===== config.mk =====
export PLATFORM = sky130hd
export DESIGN_NAME = bch_encoder_p8
export DESIGN_NICKNAME = d
export VERILOG_FILES = /design/src/rtl/bch_encoder_p8.sv
export SDC_FILE = /design/constraint.sdc
export NUM_CORES = 1
export LEC_CHECK = 0
export BUFFER_PORTS_ARGS = -buffer_cell sky130_fd_sc_hd__buf_2
export CORE_MARGIN = 1
export CORE_UTILIZATION = 52
export CTS_BUF_LIST = sky130_fd_sc_hd__clkbuf_4 sky130_fd_sc_hd__clkbuf_8
export CTS_CLUSTER_SIZE = 24
export DETAILED_ROUTE_END_ITERATION = 10
export PLACE_DENSITY = 0.89
export SETUP_SLACK_MARGIN = 0.02
export SLEW_MARGIN = 20
export SYNTH_ARGS = -nofsm -noshare
export SYNTH_HDL_FRONTEND = slang
export SYNTH_SLANG_ARGS = --single-unit

===== constraint.sdc =====
create_clock -name clk -period 1.6 [get_ports clk]
set_clock_uncertainty 0.2 [all_clocks]
set_input_delay 0.4 -clock clk [delete_from_list [all_inputs] [get_ports clk]]
set_output_delay 0.4 -clock clk [all_outputs]
set_load 0.05 [all_outputs]

===== src/rtl/bch_encoder_p8.sv =====
// Byte-serial systematic BCH encoder: forwards MSG_BEATS message bytes and then
// appends ceil(PAR_W/8) parity bytes. Optional abort port: define BCH_ENC_ABORT_EN.
module bch_encoder_p8 #(
    parameter int               PAR_W     = 13,
    parameter logic [PAR_W-1:0] GEN_POLY  = 13'h001B,
    parameter int               MSG_BEATS = 4
) (
    input  logic       clk,
    input  logic       rst_n,
    input  logic [7:0] in_data,
    input  logic       in_valid,
    output logic       in_ready,
    output logic [7:0] out_data,
    output logic       out_valid,
    input  logic       out_ready,
`ifdef BCH_ENC_ABORT_EN
    input  logic       abort,
`endif
    output logic       out_par,
    output logic       out_last
);

    localparam int PAR_BEATS = (PAR_W + 7) / 8;
    localparam int CNT_W     = (MSG_BEATS > 1) ? $clog2(MSG_BEATS) : 1;
    localparam int PB_W      = (PAR_BEATS > 1) ? $clog2(PAR_BEATS) : 1;

    typedef enum logic {S_MSG = 1'b0, S_PAR = 1'b1} state_t;

    state_t             state_q, state_d;
    logic [CNT_W-1:0]   cnt_q, cnt_d;
    logic [PB_W-1:0]    pcnt_q, pcnt_d;
    logic [PAR_W-1:0]   rem_q, rem_d;
    logic [7:0]         od_q, od_d;
    logic               ov_q, ov_d;
    logic               op_q, op_d;
    logic               ol_q, ol_d;
    logic               rdy_en_q;
    logic               slot_free;
    logic               abort_w;

`ifdef BCH_ENC_ABORT_EN
    assign abort_w = abort;
`else
    assign abort_w = 1'b0;
`endif

    // Eight MSB-first LFSR division steps for one input byte.
    function automatic logic [PAR_W-1:0] step8(input logic [PAR_W-1:0] r_in,
                                               input logic [7:0]       d);
        logic [PAR_W-1:0] r;
        logic             fb;
        r = r_in;
        for (int i = 0; i < 8; i++) begin
            fb = r[PAR_W-1] ^ d[7-i];
            r  = {r[PAR_W-2:0], 1'b0} ^ (fb ? GEN_POLY : '0);
        end
        return r;
    endfunction

    assign slot_free = !ov_q || out_ready;
    // rdy_en_q keeps in_ready low through reset and until the first edge after release.
    assign in_ready  = rdy_en_q && (state_q == S_MSG) && slot_free;

    assign out_data  = od_q;
    assign out_valid = ov_q;
    assign out_par   = op_q;
    assign out_last  = ol_q;

    always_comb begin
        state_d = state_q;
        cnt_d   = cnt_q;
        pcnt_d  = pcnt_q;
        rem_d   = rem_q;
        od_d    = od_q;
        ov_d    = ov_q;
        op_d    = op_q;
        ol_d    = ol_q;
        if (abort_w) begin
            state_d = S_MSG;
            cnt_d   = '0;
            pcnt_d  = '0;
            rem_d   = '0;
            od_d    = '0;
            ov_d    = 1'b0;
            op_d    = 1'b0;
            ol_d    = 1'b0;
        end else if (state_q == S_MSG) begin
            if (in_valid && in_ready) begin
                od_d  = in_data;
                ov_d  = 1'b1;
                op_d  = 1'b0;
                ol_d  = 1'b0;
                rem_d = step8(rem_q, in_data);
                if (cnt_q == CNT_W'(MSG_BEATS - 1)) begin
                    cnt_d   = '0;
                    state_d = S_PAR;
                end else begin
                    cnt_d = cnt_q + CNT_W'(1);
                end
            end else if (out_ready) begin
                ov_d = 1'b0;
            end
        end else if (slot_free) begin
            od_d = rem_q[PAR_W-1 -: 8];
            ov_d = 1'b1;
            op_d = 1'b1;
            if (pcnt_q == PB_W'(PAR_BEATS - 1)) begin
                ol_d    = 1'b1;
                rem_d   = '0;
                pcnt_d  = '0;
                state_d = S_MSG;
            end else begin
                ol_d   = 1'b0;
                rem_d  = rem_q << 8;
                pcnt_d = pcnt_q + PB_W'(1);
            end
        end
    end

    always_ff @(posedge clk or negedge rst_n) begin
        if (!rst_n) begin
            state_q  <= S_MSG;
            cnt_q    <= '0;
            pcnt_q   <= '0;
            rem_q    <= '0;
            od_q     <= '0;
            ov_q     <= 1'b0;
            op_q     <= 1'b0;
            ol_q     <= 1'b0;
            rdy_en_q <= 1'b0;
        end else begin
            state_q  <= state_d;
            cnt_q    <= cnt_d;
            pcnt_q   <= pcnt_d;
            rem_q    <= rem_d;
            od_q     <= od_d;
            ov_q     <= ov_d;
            op_q     <= op_d;
            ol_q     <= ol_d;
            rdy_en_q <= 1'b1;
        end
    end

endmodule


==> results by group, run 1 <==
GRT
  – Initial antenna violation count: 0
  – Gr ovfl total: 0
  – Vias in the first global route: 1181
  – Largest net degree at the start of global routing: 30
  – First-pass GRT wire length: 5240 microns
  – GR Util All Layers: 26.4%

Power and ir drop
  – Gate power share: 64.4%
  – Power density cells: 2570 nW/um^2
  – Final total power: 5.25 mW
  – Sequential power share: 26.6%
  – Switching share of power: 45.0%
  – NetSw: 2.37 mW
  – Internal: 2.89 mW
  – Peak supply drop: 0.00176 V
  – LEAKAGE: 0.974 nW
  – Clock group share of total power: 9.0%

Clock tree
  – Worst-path clk slew: 0.09 ns
  – Max clock buf depth: 2
  – CTS tree: built
  – CTS buffer count: 5
  – Clock sinks: 29
  – H-tree depth: 2
  – Root Driver: clkbuf_4
  – Worst-Skew Late Latency: 0.33 ns

Floorplan
  – I/O pin cnt: 24
  – Die area: 2940 sq um
  – Core Region: 2520 sq um
  – Die H: 54.2 microns
  – Row count: 18
  – DIE WIDTH: 54.2 microns
  – Initial core utilization: 56.3%

Setup path
  – FF-to-FF setup slack: -0.02 ns
  – Crit path launch type: flip-flop
  – Reg2reg end: out_last
  – Worst path arrival time: 1.16 ns
  – R2R cell count: 6
  – Crit path capture: in_ready
  – Crit Path Class: flip-flop to output pin
  – Worst EP required: 1.00 ns
  – CP max FO: 2
  – CP endpoint kind: output pin
  – R2R Path Start: rdy_en_q
  – CP startpoint: state_q

Timing
  – F_max: 568 MHz
  – Final hold viol count: 0
  – Final setup violation count: 3
  – Final Max Slew Viols: 0
  – Unrepaired setup endpoints after global routing: true
  – Min Tclk post-route: 1.76 ns
  – Final worst slack: -0.160 ns
  – Fin crit share: 110%
  – WHS: 0.183 ns

Cells and area
  – Syn-to-layout area delta: 44.0%
  – Inserted Diodes: 0
  – Finished Cell Area: 2040 sq um
  – Share of cells above drive strength 1: 42.8%
  – Core Util, Final: 81.0%
  – Final nets: 200

Yosys
  – Yosys reg bits: 29
  – Post-Syn Area: 1420 sq um
  – Synthesized instance count: 135
  – Synthesized net count: 148
  – Distinct cell type count after synthesis: 27
  – Average size of a mapped cell: 10.5 sq um
  – Synth warnings: 0
  – Seq/Total Area, Yosys: 51.1%

Drt
  – Vias: 1217
  – WL per Instance: 17.4 microns
  – Initial drt markers: 27
  – Drt pass-1 iters: 4
  – Post-Route WL: 3780 microns
  – Post-DRT Antenna Nets: 0
  – DRC: 0
  – Via density: 5.61

Placed design
  – Port buffer count: 23
  – HPWL after detailed placement: 2170 microns
  – Dpl ws: -0.158 ns
  – GPL Wtd Cong: 0.866
  – Area after DPL: 1700 sq um

Min path
  – Hold Startpoint: in_data[7]
  – HP Class: input pin to flip-flop

Flow run
  – # Max-Cap Violations: 0

Outcome
  – Outcome: finished, violations left
  – Violated checks: setup timing
through the flow:
stage	setup TNS [ns]	cells
finish	-0.189	217
global placement	-0.345	199
CTS	-0.157	210
global route	-0.412	217
floorplan	0	135
detailed placement	-1.01	199
worst min path at each step:
stage | to | slack (ns) | cells after the start
2_1_floorplan | cnt_q[0] | -0.1 | 0
3_3_place_gp | out_data[4] | 0.22 | 2
3_5_place_dp | out_data[5] | 0.24 | 2
4_1_cts | out_data[7] | 0.19 | 3
5_1_grt | out_data[4] | 0.21 | 3
6_report | out_data[7] | 0.18 | 3
cells in the final DEF, fill, tap and decap left out, types with 2 or more instances in the layout:
master     n
a22o_1     3
buf_2     14
buf_4     21
buf_6      5
clkbuf_4  13
dfrtp_1   28
mux2_4     2
mux2i_1    9
nand2_1   22
nand3_1    4
nor2_1     4
o211ai_1   2
o21ai_0   11
xnor2_1   10
xnor2_2    9
xor2_1     5
cells in the mapped netlist (all sizes together):
cell    number  area, sq um
nand3        4         20.0
xnor2       20          175
a21o         1         7.51
nor3         1         5.00
a221o        1         10.0
nand2       23         86.3
dfrtp       29          726
xor2         6         52.6
inv          1         3.75
and2         1         6.26
conb         1         3.75
nand2b       1         6.26
a22o         3         26.3
nor2         5         21.3
o21ai       14         70.1
mux2         2         22.5
clkbuf       3         11.3
mux2i       10          100
a221oi       1         8.76
o211ai       2         15.0
o21a         1         7.51
ha           1         12.5
and3         1         6.26
a21oi        1         5.00
buf          2         10.0
timing repair:
| item | 4_1_cts | 5_1_grt |
|---|---|---|
| hold buffers | 1 | 0 |
| setup buffers | 3 | 8 |
| endpoints found under the setup margin | 8 | 24 |
| resized for setup | 13 | 32 |
| endpoints found under the hold margin | 29 | 0 |
| pin swaps | 2 | 9 |
metal layers:
metal	routed length (microns)	GRT usage [%]	vias up
li1	-	-	557
met1	1590	30.1	611
met2	1920	45.7	37
met3	151	6.11	12
met5	0	0	-
met4	118	13.7	0
power by group through the flow:
stage / clock (mW) / combinational (mW) / sequential (mW)
2_1_floorplan: 0 / 1.46 / 1.76
3_3_place_gp: 0 / 2.51 / 1.34
3_5_place_dp: 0 / 2.60 / 1.37
4_1_cts: 0.481 / 2.83 / 1.36
5_1_grt: 0.513 / 3.58 / 1.44
6_report: 0.473 / 3.38 / 1.39
worst max-delay path, stage by stage (launching register included):
cell and delay (ns):
dfrtp_1 0.41, inv_1 0.09, and3_4 0.19, buf_8 0.14
sequential cells by signal, summed over array words and instances (netlist names):
| name | flops |
|---|---|
| out_last | 1 |
| out_valid | 1 |
| state_q | 1 |
| cnt_q | 2 |
| rem_q | 13 |
| pcnt_q | 1 |
| rdy_en_q | 1 |
| out_par | 1 |
| out_data | 8 |
kinds of logic (layout without fill, tap and decap cells):
group	after synthesis	count (layout)	share of synthesized area [%]
other	1	1	0.264
adders and majority gates	1	1	0.882
and+or+nand+nor	36	36	10.7
DFF	29	29	51.1
AOI/OAI and AO/OA	24	24	10.6
xor gates and xnor gates	26	26	16.0
buffers and inverters	6	58	1.76
muxes	12	12	8.64
final cells by class:
| cell class | instances | area, sq um |
|---|---|---|
| multi-input combinational | 100 | 835 |
| sequential | 29 | 727 |
| fill | 150 | 479 |
| timing repair buffer | 50 | 382 |
| clock buffer | 7 | 58.8 |
| tap | 30 | 37.5 |
| inverter | 1 | 3.75 |
Power figures use the tool's default switching activity.
==> run 2: changes to the inputs <==
--- a/config.mk
+++ b/config.mk
@@ -6,12 +6,12 @@
 export NUM_CORES = 1
 export LEC_CHECK = 0
 export BUFFER_PORTS_ARGS = -buffer_cell sky130_fd_sc_hd__buf_2
-export CORE_MARGIN = 1
-export CORE_UTILIZATION = 52
+export CORE_MARGIN = 2
+export CORE_UTILIZATION = 57
 export CTS_BUF_LIST = sky130_fd_sc_hd__clkbuf_4 sky130_fd_sc_hd__clkbuf_8
 export CTS_CLUSTER_SIZE = 24
 export DETAILED_ROUTE_END_ITERATION = 10
-export PLACE_DENSITY = 0.89
+export PLACE_DENSITY = 0.92
 export SETUP_SLACK_MARGIN = 0.02
 export SLEW_MARGIN = 20
 export SYNTH_ARGS = -nofsm -noshare
==> constraint.sdc (replaced) <==
create_clock -name clk -period 1.7 [get_ports clk]
set_clock_uncertainty 0.2 [all_clocks]
set_input_delay 0.425 -clock clk [delete_from_list [all_inputs] [get_ports clk]]
set_output_delay 0.425 -clock clk [all_outputs]
set_load 0.05 [all_outputs]
==> run 2 against run 1 <==
Compared with the run above: the run still ends with setup timing left; worst setup slack improved by 0.086 ns; die area fell by 1.3%; total power fell by 13%; wire length fell by 9.9%; clock-buffer cell count did not move; non-clock buffer count fell by 7; hold slack improved by 0.013 ns; combinational power fell by 18%; critical path type unchanged; highest routed layer unchanged.
==> results by group, run 2 (synthesis results as in run 1) <==
Cells and area
  – Largest reg by FF count: rem_q (unchanged)
  – Core Util, Final: 78.9% (was 81.0%)
  – Max reg flops: 13 (unchanged)
  – Most frequent cells in the layout: dfrtp_1, nand2_1, buf_2 (was dfrtp_1, nand2_1, buf_4)
  – Final nets: 193 (was 200)
  – Share of cells above drive strength 1: 36.5% (was 42.8%)
  – Commonest non-fill, non-tap cell in the layout: dfrtp_1 (unchanged)
  – Inserted Diodes: 0 (unchanged)
  – Syn-to-layout area delta: 34.0% (was 44.0%)

Drt
  – DRC: 0 (unchanged)
  – Via density: 5.46 (was 5.61)
  – WL per Instance: 16.1 microns (was 17.4 microns)
  – Post-DRT Antenna Nets: 0 (unchanged)
  – Vias: 1153 (was 1217)
  – Post-Route WL: 3400 microns (was 3780 microns)
  – Initial drt markers: 20 (was 27)
  – Drt pass-1 iters: 4 (unchanged)

Placed design
  – Port buffer count: 23 (unchanged)
  – GPL Wtd Cong: 0.831 (was 0.866)
  – Dpl ws: -0.0307 ns (was -0.158 ns)
  – HPWL after detailed placement: 2140 microns (was 2170 microns)

Power and ir drop
  – Power density cells: 2410 nW/um^2 (was 2570 nW/um^2)
  – Internal: 2.48 mW (was 2.89 mW)
  – NetSw: 2.11 mW (was 2.37 mW)
  – LEAKAGE: 0.895 nW (was 0.974 nW)
  – Peak supply drop: 0.00156 V (was 0.00176 V)
  – Switching share of power: 45.9% (was 45.0%)
  – Gate power share: 60.7% (was 64.4%)
  – Sequential power share: 28.7% (was 26.6%)
  – Clock group share of total power: 10.7% (was 9.0%)

Setup path
  – Worst EP required: 1.07 ns (was 1.00 ns)
  – Crit-path cells: nand2b_4, and3_4, buf_8 (was inv_1, and3_4, buf_8)
  – CP endpoint kind: output pin (unchanged)
  – Crit path largest cell delay: 0.43 ns (was 0.41 ns)
  – Worst path arrival time: 1.15 ns (was 1.16 ns)
  – Slowest-stage cell, CP: dfrtp_2 (was dfrtp_1)
  – CP max FO: 2 (unchanged)
  – FF-to-FF setup slack: -0.04 ns (was -0.02 ns)
  – Crit path launch type: flip-flop (unchanged)
  – Crit Path Class: flip-flop to output pin (unchanged)

Timing
  – Min Tclk post-route: 1.77 ns
  – Unrepaired setup endpoints after global routing: true (unchanged)
  – Final worst slack: -0.0734 ns (was -0.160 ns)
  – Fin crit share: 104%
  – Final Max Slew Viols: 0 (unchanged)
  – F_max: 564 MHz
  – Final setup violation count: 2 (was 3)
  – Final hold viol count: 0 (unchanged)

Clock tree
  – Root Driver: clkbuf_4 (unchanged)
  – Worst-Skew Late Latency: 0.34 ns (was 0.33 ns)
  – CTS tree: built (unchanged)
  – CTS buffer count: 5 (unchanged)
  – H-tree depth: 2 (unchanged)
  – Worst-path clk slew: 0.10 ns (was 0.09 ns)
  – Clock sinks: 29 (unchanged)
  – Max clock buf depth: 2 (unchanged)

Floorplan
  – Core Region: 2410 sq um (was 2520 sq um)
  – Die area: 2900 sq um (was 2940 sq um)
  – DIE WIDTH: 53.9 microns (was 54.2 microns)
  – Initial core utilization: 58.9% (was 56.3%)
  – I/O pin cnt: 24 (unchanged)
  – Row count: 18 (unchanged)
  – Die H: 53.9 microns (was 54.2 microns)

GRT
  – Initial antenna violation count: 0 (unchanged)
  – Met1 Track Usage GR: 29.5% (was 30.1%)
  – GR peak layer: met2 (unchanged)
  – Met2 usage: 39.8% (was 45.7%)
  – Gr ovfl total: 0 (unchanged)
  – Vias in the first global route: 1133 (was 1181)
  – Routing usage on met3: 5.83% (was 6.11%)
  – First-pass GRT wire length: 4930 microns (was 5240 microns)
  – GR Util All Layers: 24.9% (was 26.4%)
  – Largest net degree at the start of global routing: 30 (unchanged)

Outcome
  – Violated checks: setup timing (unchanged)
  – Outcome: finished, violations left (unchanged)

Flow run
  – # Max-Cap Violations: 0 (unchanged)

Min path
  – HP Class: input pin to flip-flop (unchanged)
==> run 2: critical path, delay by kind of cell, from the launching register on <==
family | cells | cell delay [ns]
buffers and inverters | 1 | 0.14
AND/OR/NAND/NOR | 2 | 0.25
flip-flops | 1 | 0.43
==> run 2: metrics by stage <==
| stage | cell area (sq um) | power (mW) | instances | hold WS, ns | setup TNS, ns |
|---|---|---|---|---|---|
| 6_report | 1900 | 4.58 | 211 | 0.196 | -0.116 |
| 5_1_grt | 1900 | 4.87 | 211 | 0.184 | -0.325 |
| 4_1_cts | 1800 | 4.30 | 210 | 0.197 | -0.0895 |
| 3_5_place_dp | 1680 | 3.71 | 199 | 0.246 | -0.0633 |
| 3_3_place_gp | 1680 | 3.60 | 199 | 0.243 | -0.00303 |
| 2_1_floorplan | 1430 | 3.00 | 135 | -0.0706 | 0 |
==> run 2: what timing repair did <==
item	4_1_cts	5_1_grt
gates resized for setup	5	16
endpoints found under the hold margin	29	0
setup endpoints to repair	2	12
pin swaps	1	2
hold buffers	1	0
setup buffers	2	1
==> run 2: worst paths after layout <==
kind,startpoint,end,depth (start not counted)
worst max-delay path,out_valid,in_ready,3
worst max register to register,rem_q[9],rem_q[7],4
min in group asynchronous,rst_n,out_data[5],3
max in group asynchronous,rst_n,out_valid,3
worst min register to register,out_data[1],out_data[1],2
worst min-delay path,in_data[3],out_data[3],3
==> run 2: layer usage <==
metal | up-vias | wire length, microns
met4 | 0 | 55
met2 | 34 | 1730
met1 | 564 | 1470
met3 | 10 | 142
li1 | 545 | -
met5 | - | 0
==> run 2: power by group through the flow <==
| stage | clock, mW | sequential [mW] | combinational (mW) |
|---|---|---|---|
| after floorplan | 0 | 1.66 | 1.34 |
| after global placement | 0 | 1.26 | 2.35 |
| after detailed placement | 0 | 1.29 | 2.42 |
| after CTS | 0.492 | 1.27 | 2.54 |
| after global routing | 0.536 | 1.35 | 2.98 |
| final | 0.488 | 1.32 | 2.78 |
==> run 2: layout make-up <==
class,count,area (sq um)
inverter,1,3.75
timing repair buffer,43,289
clock inverter,1,5.00
multi-input combinational,100,774
sequential,29,727
fill,131,508
tap,30,37.5
clock buffer,7,65.1
==> run 3: changes to the inputs <==
--- a/config.mk
+++ b/config.mk
@@ -6,6 +6,8 @@
 export NUM_CORES = 1
 export LEC_CHECK = 0
 export BUFFER_PORTS_ARGS = -buffer_cell sky130_fd_sc_hd__buf_2
+export CAP_MARGIN = 10
+export CORE_ASPECT_RATIO = 1.25
 export CORE_MARGIN = 2
 export CORE_UTILIZATION = 57
 export CTS_BUF_LIST = sky130_fd_sc_hd__clkbuf_4 sky130_fd_sc_hd__clkbuf_8
==> run 3 against run 2 <==
Compared with the run above: sequential power about the same; die area about the same; final cell count increased by 1.4%; largest cell class unchanged; the run still ends with setup timing left; hold slack improved by 0.014 ns; largest power group unchanged; critical path depth unchanged; sequential share of layout area decreased by 0.37 points; sequential cell count unchanged; non-clock buffer count unchanged; core utilization increased by 1.0 points; total power increased by 2.4%; register-to-register slack improved by 0.05 ns; worst setup slack got worse by 0.021 ns.
==> results by group, run 3 (synthesis results as in run 1) <==
Timing
  – WHS: 0.211 ns (was 0.196 ns)
  – Min Tclk post-route: 1.79 ns (was 1.77 ns)
  – F_max: 557 MHz (was 564 MHz)
  – Final Max Slew Viols: 0 (unchanged)
  – Final hold viol count: 0 (unchanged)
  – Fin crit share: 106% (was 104%)
  – Final worst slack: -0.0947 ns (was -0.0734 ns)
  – Unrepaired setup endpoints after global routing: true (unchanged)
  – Final setup violation count: 1 (was 2)

Min path
  – Hold Startpoint: in_data[7] (was in_data[3])
  – HP Class: input pin to flip-flop (unchanged)

Floorplan
  – I/O pin cnt: 24 (unchanged)
  – Row count: 20 (was 18)
  – DIE WIDTH: 48.6 microns (was 53.9 microns)
  – Initial core utilization: 59.1% (was 58.9%)
  – Die H: 59.8 microns (was 53.9 microns)
  – Core Region: 2400 sq um (was 2410 sq um)
  – Die area: 2910 sq um (was 2900 sq um)

Power and ir drop
  – Power density cells: 2440 nW/um^2 (was 2410 nW/um^2)
  – NetSw: 2.21 mW (was 2.11 mW)
  – Switching share of power: 47.1% (was 45.9%)
  – Peak supply drop: 0.00129 V (was 0.00156 V)
  – Final total power: 4.69 mW (was 4.58 mW)
  – Internal: 2.48 mW (about the same)
  – Clock group share of total power: 10.3% (was 10.7%)
  – Gate power share: 61.2% (was 60.7%)
  – Sequential power share: 28.4% (was 28.7%)
  – LEAKAGE: 0.916 nW (was 0.895 nW)

Cells and area
  – Syn-to-layout area delta: 35.4% (was 34.0%)
  – Fillers: 131 (unchanged)
  – Largest reg by FF count: rem_q (unchanged)
  – Share of cells above drive strength 1: 38.7% (was 36.5%)
  – Inserted Diodes: 0 (unchanged)
  – Commonest non-fill, non-tap cell in the layout: dfrtp_1 (unchanged)
  – Most frequent cells in the layout: dfrtp_1, nand2_1, buf_2 (unchanged)
  – Final nets: 193 (unchanged)
  – Max reg flops: 13 (unchanged)
  – Core Util, Final: 79.9% (was 78.9%)

Setup path
  – Crit path launch type: flip-flop (unchanged)
  – WP buf/inv: 1 (unchanged)
  – CP endpoint kind: output pin (unchanged)
  – Worst EP required: 1.07 ns (about the same)
  – FF-to-FF setup slack: 0.01 ns (was -0.04 ns)
  – Slowest-stage cell, CP: dfrtp_2 (unchanged)
  – R2R Path Start: rem_q[9] (unchanged)
  – CP startpoint: out_valid (unchanged)
  – Worst path arrival time: 1.17 ns (was 1.15 ns)
  – Crit path largest cell delay: 0.43 ns (about the same)
  – Crit-path cells: nand2b_4, and3_4, buf_8 (unchanged)
  – Crit path max-delay family: flip-flops (unchanged)
  – CP max FO: 2 (unchanged)
  – Crit Path Class: flip-flop to output pin (unchanged)

Clock tree
  – Clock sinks: 29 (unchanged)
  – H-tree depth: 2 (unchanged)
  – Worst-path clk slew: 0.10 ns (about the same)
  – Root Driver: clkbuf_4 (unchanged)
  – CTS buffer count: 5 (unchanged)
  – CTS tree: built (unchanged)
  – Worst-Skew Late Latency: 0.35 ns (was 0.34 ns)
  – Max clock buf depth: 2 (unchanged)

GRT
  – Largest net degree at the start of global routing: 30 (unchanged)
  – Initial antenna violation count: 0 (unchanged)
  – First-pass GRT wire length: 5910 microns (was 4930 microns)
  – Gr ovfl total: 0 (unchanged)
  – Vias in the first global route: 1258 (was 1133)
  – GR Util All Layers: 27.9% (was 24.9%)

Placed design
  – HPWL after detailed placement: 2300 microns (was 2140 microns)
  – Port buffer count: 23 (unchanged)
  – Dpl ws: -0.0637 ns (was -0.0307 ns)
  – GPL Wtd Cong: 0.822 (was 0.831)

Drt
  – DRC: 0 (unchanged)
  – Drt pass-1 iters: 4 (unchanged)
  – Via density: 5.86 (was 5.46)
  – WL per Instance: 19.2 microns (was 16.1 microns)
  – Vias: 1254 (was 1153)
  – Post-DRT Antenna Nets: 0 (unchanged)
  – Initial drt markers: 39 (was 20)
  – Post-Route WL: 4100 microns (was 3400 microns)

Flow run
  – # Max-Cap Violations: 0 (unchanged)

Outcome
  – Violated checks: setup timing (unchanged)
  – Outcome: finished, violations left (unchanged)
==> run 3: worst paths after layout <==
kind	to	depth (start not counted)
hold reg to reg	out_data[0]	2
min in group asynchronous	rem_q[12]	3
setup / recovery	in_ready	3
max in group asynchronous	out_valid	3
setup reg to reg	rem_q[4]	4
hold / removal	out_data[7]	3
==> run 3: metrics by stage <==
step           instances  area (sq um)  TNS [ns]
3_5_place_dp         202          1700    -0.198
2_1_floorplan        135          1430         0
3_3_place_gp         202          1700         0
5_1_grt              214          1920    -0.303
4_1_cts              213          1820   -0.0774
6_report             214          1920   -0.0947
==> run 3: timing repair <==
item,CTS,global route
hold buffers,1,0
cloned,0,0
endpoints found under the setup margin,2,9
setup buffers,2,1
endpoints found under the hold margin,29,0
pin swaps,1,5
resized for setup,6,15
==> run 3: worst min-delay path, delay by kind of cell <==
kind	cells	cell delay [ns]
AO/OA/AOI/OAI	1	0.13
multiplexers	1	0.06
buffers and inverters	1	0.11
==> run 3: layout make-up <==
cell class	count	area, sq um	area share (%)
Tap cell	33	41.3	2.15
Timing Repair Buffer	43	298	15.5
Clock inverter	1	5.00	0.261
Sequential cell	29	727	37.9
Inverter	1	3.75	0.195
Multi-Input combinational cell	100	781	40.7
Clock buffer	7	65.1	3.39
==> run 3: power by group through the flow <==
| stage | clock network (mW) | logic, mW | registers [mW] |
|---|---|---|---|
| 2_1_floorplan | 0 | 1.34 | 1.66 |
| 3_3_place_gp | 0 | 2.37 | 1.26 |
| 3_5_place_dp | 0 | 2.47 | 1.29 |
| 4_1_cts | 0.495 | 2.60 | 1.28 |
| 5_1_grt | 0.524 | 3.03 | 1.35 |
| 6_report | 0.486 | 2.87 | 1.33 |
==> run 3: per-layer routing <==
layer	track usage (%)	vias up	wire length, microns
li1	-	548	-
met1	30.4	608	1510
met2	49.5	72	2110
met3	7.25	26	214
met4	16.3	0	262
met5	0	-	0
